===== config.mk =====
export PLATFORM = sky130hd
export DESIGN_NAME = alu_arbiter
export DESIGN_NICKNAME = d
export VERILOG_FILES = /design/src/rtl/alu_arbiter_pkg.sv /design/src/rtl/alu_component.sv /design/src/rtl/alu_rr_picker.sv /design/src/rtl/alu_arbiter.sv
export SDC_FILE = /design/constraint.sdc
export NUM_CORES = 1
export LEC_CHECK = 0
export CAP_MARGIN = 25
export CORE_UTILIZATION = 35
export DETAILED_ROUTE_END_ITERATION = 8
export HOLD_SLACK_MARGIN = 0.08
export SETUP_SLACK_MARGIN = 0.05
export SYNTH_ARGS = -nofsm -noshare
export SYNTH_HDL_FRONTEND = slang
export SYNTH_SLANG_ARGS = --single-unit

===== constraint.sdc =====
create_clock -name clk -period 5.13 [get_ports clk]
set_clock_uncertainty 0.1 [all_clocks]
set_input_delay 1.539 -clock clk [delete_from_list [all_inputs] [get_ports clk]]
set_output_delay 1.539 -clock clk [all_outputs]
set_load 0.02 [all_outputs]

===== src/rtl/alu_arbiter_pkg.sv =====
// Shared constants and FSM encoding for the ALU arbiter and its ALU.
package alu_arbiter_pkg;
  localparam int   ALU_W      = 16;
  localparam logic ALU_OP_ADD = 1'b0;
  localparam logic ALU_OP_SUB = 1'b1;

  typedef enum logic [1:0] {
    ARB_IDLE = 2'd0,
    ARB_EXEC = 2'd1,
    ARB_RESP = 2'd2
  } arb_state_e;
endpackage


===== src/rtl/alu_component.sv =====
// 16-bit add/subtract unit with zero/positive flags; reset forces a quiet zero result.
module alu_component
  import alu_arbiter_pkg::*;
(
  input  logic             reset,
  input  logic             op,
  input  logic [ALU_W-1:0] in0,
  input  logic [ALU_W-1:0] in1,
  output logic [ALU_W-1:0] out,
  output logic             zero,
  output logic             pos
);
  always_comb begin
    out = '0;
    if (!reset) out = (op == ALU_OP_SUB) ? (in0 - in1) : (in0 + in1);
    zero = (out == '0) && !reset;
    pos  = (out != '0) && !out[ALU_W-1];
  end
endmodule


===== src/rtl/alu_rr_picker.sv =====
// Combinational round-robin picker: first valid requester after last_grant, with wrap.
module alu_rr_picker #(
  parameter int NUM_REQ = 2,
  parameter int ID_W    = 1
) (
  input  logic [NUM_REQ-1:0] req_valid,
  input  logic [ID_W-1:0]    last_grant,
  output logic [NUM_REQ-1:0] grant,
  output logic [ID_W-1:0]    grant_idx,
  output logic               any_valid
);
  int              idx;
  logic [ID_W-1:0] sel;

  always_comb begin
    grant     = '0;
    grant_idx = '0;
    any_valid = 1'b0;
    idx       = 0;
    sel       = '0;
    for (int k = 1; k <= NUM_REQ; k++) begin
      idx = (int'(last_grant) + k) % NUM_REQ;
      sel = ID_W'(idx);
      if (!any_valid && req_valid[sel]) begin
        any_valid  = 1'b1;
        grant[sel] = 1'b1;
        grant_idx  = sel;
      end
    end
  end
endmodule


===== src/rtl/alu_arbiter.sv =====
// Round-robin arbiter sharing one alu_component among NUM_REQ requesters, one op in flight.
// Optional statistics counters are enabled by defining ALU_ARB_STATS_EN.
module alu_arbiter
  import alu_arbiter_pkg::*;
#(
  parameter int NUM_REQ = 2,
  parameter int ID_W    = 1
) (
  input  logic                     clk,
  input  logic                     reset,
  input  logic [NUM_REQ-1:0]       req_valid,
  input  logic [NUM_REQ-1:0]       req_op,
  input  logic [ALU_W*NUM_REQ-1:0] req_a,
  input  logic [ALU_W*NUM_REQ-1:0] req_b,
  output logic [NUM_REQ-1:0]       req_ready,
  output logic [NUM_REQ-1:0]       rsp_valid,
  input  logic [NUM_REQ-1:0]       rsp_ready,
  output logic [ALU_W-1:0]         rsp_out,
  output logic                     rsp_zero,
  output logic                     rsp_pos,
  output logic [ID_W-1:0]          rsp_id,
  output logic                     busy,
  output arb_state_e               dbg_state
`ifdef ALU_ARB_STATS_EN
  ,
  output logic [15:0]              stat_ops,
  output logic [15:0]              stat_stall
`endif
);
  // Handshake: a request transfers on a rising edge where req_valid[i] && req_ready[i];
  // a response transfers on an edge where rsp_valid[rsp_id] && rsp_ready[rsp_id].
  arb_state_e       state, next_state;
  logic [ID_W-1:0]  last_grant;
  logic             op_r;
  logic [ALU_W-1:0] a_r, b_r;
  logic [ALU_W-1:0] alu_out;
  logic             alu_zero, alu_pos;
  logic [NUM_REQ-1:0] pick_grant;
  logic [ID_W-1:0]  pick_idx;
  logic             pick_any;
  logic             sel_op;
  logic [ALU_W-1:0] sel_a, sel_b;
  logic             rsp_fire;

  alu_rr_picker #(.NUM_REQ(NUM_REQ), .ID_W(ID_W)) u_picker (
    .req_valid (req_valid),
    .last_grant(last_grant),
    .grant     (pick_grant),
    .grant_idx (pick_idx),
    .any_valid (pick_any)
  );

  alu_component u_alu (
    .reset(reset),
    .op   (op_r),
    .in0  (a_r),
    .in1  (b_r),
    .out  (alu_out),
    .zero (alu_zero),
    .pos  (alu_pos)
  );

  always_comb begin
    sel_op = 1'b0;
    sel_a  = '0;
    sel_b  = '0;
    for (int i = 0; i < NUM_REQ; i++) begin
      if (pick_idx == ID_W'(i)) begin
        sel_op = req_op[i];
        sel_a  = req_a[ALU_W*i +: ALU_W];
        sel_b  = req_b[ALU_W*i +: ALU_W];
      end
    end
  end

  assign rsp_fire  = (state == ARB_RESP) && rsp_ready[rsp_id];
  assign busy      = (state != ARB_IDLE);
  assign dbg_state = state;

  always_comb begin
    next_state = state;
    req_ready  = '0;
    case (state)
      ARB_IDLE: if (pick_any) begin
        req_ready  = pick_grant;
        next_state = ARB_EXEC;
      end
      ARB_EXEC: next_state = ARB_RESP;
      ARB_RESP: if (rsp_fire) next_state = ARB_IDLE;
      default:  next_state = ARB_IDLE;
    endcase
  end

  always_ff @(posedge clk) begin
    if (reset) begin
      state      <= ARB_IDLE;
      last_grant <= ID_W'(NUM_REQ - 1);
      op_r       <= 1'b0;
      a_r        <= '0;
      b_r        <= '0;
      rsp_valid  <= '0;
      rsp_out    <= '0;
      rsp_zero   <= 1'b0;
      rsp_pos    <= 1'b0;
      rsp_id     <= '0;
    end else begin
      state <= next_state;
      case (state)
        ARB_IDLE: if (pick_any) begin
          op_r       <= sel_op;
          a_r        <= sel_a;
          b_r        <= sel_b;
          rsp_id     <= pick_idx;
          last_grant <= pick_idx;
        end
        ARB_EXEC: begin
          rsp_out   <= alu_out;
          rsp_zero  <= alu_zero;
          rsp_pos   <= alu_pos;
          rsp_valid <= NUM_REQ'(1) << rsp_id;
        end
        ARB_RESP: if (rsp_fire) rsp_valid <= '0;
        default: ;
      endcase
    end
  end

`ifdef ALU_ARB_STATS_EN
  always_ff @(posedge clk) begin
    if (reset) begin
      stat_ops   <= '0;
      stat_stall <= '0;
    end else begin
      if (rsp_fire && stat_ops != 16'hFFFF) stat_ops <= stat_ops + 16'd1;
      if ((|req_valid) && (req_ready == '0) && stat_stall != 16'hFFFF)
        stat_stall <= stat_stall + 16'd1;
    end
  end
`endif
endmodule


# == Word level (Yosys, flattened, before mapping) ==
# Cells that the tools add are included.
# W data, S select, Z words.
# word_totals
output_inout_bits,26
regBits,57
word_cells,69
inputBits,72
# classes
n_addsub,4
n_shift,1
n_lt_le_gt_ge,5
n_reduce_logical,17
n_bitwise,1
n_eq_ne,4
mux,27
# op_table
cell,count
$mux W16,4
$add A16 B16 Y16,1
$logic_not A16 Y1,1
$reduce_bool A16 Y1,1
$sub A16 B16 Y16,1
$mux W1,13
$mux W2,6
$logic_and A1 B1 Y1,6
$lt A1 B2 Y1 const B,3
$pmux W2 S3,1
$reduce_and A2 Y1,3
$ne A2 B2 Y1 const B,2
$pmux W2 S2,1
$reduce_bool A2 Y1,2
$logic_not A1 Y1,3
$add A1 B1 Y1 const B,2
$demux W1 S1,2
$eq A2 B1 Y1 const B,1
$eq A2 B2 Y1 const B,1
$ge A1 B1 Y1 const B,2
$logic_not A2 Y1,1
$or A2 B2 Y2,1
$shl A1 B1 Y2 const A,1

# == Longest topological paths before layout ==
# logic_depth
ltp_word,10
mapped_depth,16
mapped_depth_nobuf,16

# == Hierarchy ==
# From an unflattened synthesis, not the netlist that was laid out.
# unflattened
cells_unflattened,441
hier_area_um2,3802.4
# by_module_without_submodules
module,n_inst,area_per_inst_um2,seq_area_each_um2,cells_per_inst
alu_arbiter,1,2517.4,1141.1,254
alu_component,1,1252.5,0.0,182
alu_rr_picker,1,32.5,0.0,5

# == Least setup slack after synthesis ==
# OpenSTA, ideal clock, no wires.
# synth_path
path_kind,input to output
from,in req_valid[1]
to,out req_ready[1]
path_buffers,1
path_stages,3
slack_ns,1.239
required_time_ns,3.491
t_arrival_ns,2.252
cell_sequence,a21boi_0 clkbuf_1 and2_1
# synth_between
elab_chain_len,8
# synth_lines
item,line,text
"start, declared",alu_arbiter.sv:11,"input logic [NUM_REQ-1:0] req_valid,"
$mux W1 (implied by the code) (2 in a row),alu_rr_picker.sv:24,if (!any_valid && req_valid[sel]) begin
$mux W1,alu_rr_picker.sv:24,
$logic_not A1 Y1,alu_rr_picker.sv:24,
$logic_and A1 B1 Y1,alu_rr_picker.sv:24,
$mux W2 / $mux W1 (equally long branches),alu_rr_picker.sv:24,
$mux W2 (*),alu_arbiter.sv:84,ARB_IDLE: if (pick_any) begin
$mux W2 (*),alu_arbiter.sv:83,case (state)
"end, declared",alu_arbiter.sv:15,"output logic [NUM_REQ-1:0] req_ready,"
# Every way passes the cells marked *; elsewhere a longest branch is shown, timed or not. The select of a mux whose other input is x is not followed.

# == Worst setup path in the final report ==
# Same ends and word-level chain as after synthesis.

==> results_dict.tcl <==
set metrics [dict create \
    rows 35 \
    clock_path_buffers 2 \
    core_region_area_um2 9420 \
    p_comb_share_pct 43.6 \
    final_nets 602 \
    netlist.area_leader.share_pct 32.9 \
    ys.warnings.count 0 \
    cp.arrival_ps 3060 \
    cts_resized 0 \
    die_w_um 102 \
    routabilityCongestion 0.820 \
    p_leak_nw 1.87 \
    grt_pass1_wl_um 13400 \
    ys_async_sr_fraction_pct 0 \
    tritoncts "built" \
    hold-path-cell-count 2 \
    powerDensity_nw_per_um2 381 \
    status "complete, no violations" \
    critPathCaptureType "output pin" \
    layout_min_cycle_time_ps 4700 \
    gr-usage-all-layers_pct 16.4 \
    antenna_found_initial 0 \
    portBuffers 97 \
    cp-start-kind "input pin" \
    synthCells 424 \
    cts_made_buffers 9 \
    hp-start "rsp_out[14]$_SDFFE_PP0P_" \
    internal_power_mw 1.17 \
    vias 3213 \
    final_cell_mix "96 x clkdlybuf4s50_1, 69 x nor2_1, 57 x dfxtp_1" \
    wl_um 8030 \
    switching_share_pct 35.6 \
    finalCritPeriodShare_pct 91.5 \
    first_iter_violations 75 \
    finalSetupViolCount 0 \
    wl_per_cell_um 12.4 \
    die_area_um2 10300 \
    syn_area_per_cell_um2 8.17 \
    finalHoldViolCount 0 \
    synth-seq-area-share_pct 32.9 \
    fill_cells 937 \
    htreeDepth 3 \
    slew_violations 0 \
    r2r_slack_ps 980 \
    p_clk_share_pct 26.1 \
    synth_top_area_cell "dfxtp_1" \
    r2r_cells 16 \
    timing.fmax_mhz 213 \
    clk_latency_ps 330 \
    utilization_pct 50.8 \
    n_antenna_cell 0 \
    ys_ff_latch 57 \
    synthTopCellsByArea "dfxtp_1 33%, mux2i_1 9.5%, a211oi_1 8.4%, nor2_1 7.6%, ha_1 5.8%" \
    overflow 0 \
    cts_setup_buffers 0 \
    relSlewSlack_pct 45.9 \
    clock-sinks 57 \
    synth-main-ff-cell "dfxtp_1" \
    drcViolationCount 0 \
    grt_pass1_vias 3024 \
    seqPwrFrac_pct 30.3 \
    synth_edf_count 0 \
    tns_ps 0 \
    worst_pin_slew_ps 812 \
    cts_hold_buf 0 \
    syn_to_final_growth_pct 38.0 \
    hpwl_um 6210 \
    maxCapViolCount 0 \
    crit_type "input pin to output pin" \
    min_to "rsp_out[14]$_SDFFE_PP0P_" \
    cp_max_fo 4 \
    dr.pass1.iters 4 \
    synth_area_um2 3470 \
    hold_class "flop to flop" \
    grt_start_max_net_pins 67 \
    final_common_cell "clkdlybuf4s50_1" \
    initial_core_util_pct 36.8 \
    viasPerCell 4.97 \
    io_pins 98 \
    rsz0062_at_grt "false" \
    synth_nets 513 \
    ant_nets 0 \
    cts-root-buf "clkbuf_8" \
    drive_above_1_share_pct 6.95 \
    required_ps 3490 \
    regToRegStartpoint "b_r[0]$_SDFFE_PP0P_" \
    r2r-end "rsp_pos$_SDFFE_PP0P_" \
    fp.dieH_um 102 \
    clkSlewWorstSetupHoldPaths_ps 60 \
    ir_drop_uv 252 \
    p_switching_mw 0.648 \
    yosysUniqueCellTypes 49 \
]
## per-layer routing
layer / up-vias / global-route usage (%) / wire length (um)
met1: 1404 / 21.1 / 4030
li1: 1700 / - / -
met2: 101 / 26.8 / 3500
met4: 0 / 5.69 / 114
met5: - / 0 / 0
met3: 8 / 3.86 / 384
## registers in the layout, indices dropped and copies added (netlist names)
name,cells
op_r,1
rsp_out,16
rsp_zero,1
last_grant,1
rsp_valid,2
rsp_pos,1
dbg_state,2
a_r,16
rsp_id,1
b_r,16
## critical path, cell delays in order
cell and delay, ps:
clkdlybuf4s50_1 520, a21boi_4 200, and2_1 180, clkdlybuf4s50_1 610
## power groups by stage
stage	Combinational [mW]	Sequential, mW	Clock, mW
2_1_floorplan	0.542	0.578	0
3_3_place_gp	0.780	0.560	0
3_5_place_dp	0.792	0.562	0
4_1_cts	0.796	0.552	0.486
5_1_grt	0.887	0.560	0.504
6_report	0.794	0.551	0.475
## cells by family (layout without fill, tap and decap cells)
kind of cell	count (synthesis)	after routing	share of synthesized area (%)
adders and majority gates	17	17	6.35
buffers and inverters	36	130	3.93
and+or+nand+nor	145	145	19.6
DFF	57	57	32.9
xor gates and xnor gates	23	23	5.81
AOI/OAI and AO/OA	111	111	21.2
muxes	35	35	10.2
## through the flow
step	instances	power (mW)	worst slack [ps]	hold WS [ps]	area (um2)
3_3_place_gp	630	1.34	485	344	4550
3_5_place_dp	630	1.35	436	350	4550
4_1_cts	646	1.83	427	358	4780
2_1_floorplan	424	1.12	1240	351	3470
6_report	647	1.82	435	355	4780
5_1_grt	647	1.95	379	379	4780
## cells in the mapped netlist, types with 5 or more instances
master    number
nor2_1        70
dfxtp_1       57
a211oi_1      39
mux2i_1       33
a21oi_1       32
nand2_1       27
clkbuf_1      18
xnor2_1       18
o21ai_0       17
ha_1          16
inv_1         13
nor3_1        10
nand2b_1       5
nand3_1        5
xor2_1         5
## area by class of cell
| type | instances | area [um2] | area share (%) |
|---|---|---|---|
| clock buffer | 11 | 151 | 3.17 |
| clock inverter | 5 | 77.6 | 1.62 |
| inverter | 13 | 48.8 | 1.02 |
| multi-input combinational | 331 | 2210 | 46.1 |
| sequential | 57 | 1140 | 23.9 |
| tap | 129 | 161 | 3.37 |
| timing repair buffer | 101 | 996 | 20.8 |
## how the worst max path moves through the flow
stage                    to  depth (start not counted)          from  slack (ps)
2_1_floorplan  req_ready[1]                          3  req_valid[1]        1240
3_3_place_gp   req_ready[1]                          4  req_valid[1]         480
3_5_place_dp   req_ready[1]                          4  req_valid[1]         440
4_1_cts        req_ready[1]                          4  req_valid[1]         430
5_1_grt        req_ready[1]                          4  req_valid[1]         380
6_report       req_ready[1]                          4  req_valid[1]         430
Power figures use the tool's default switching activity.
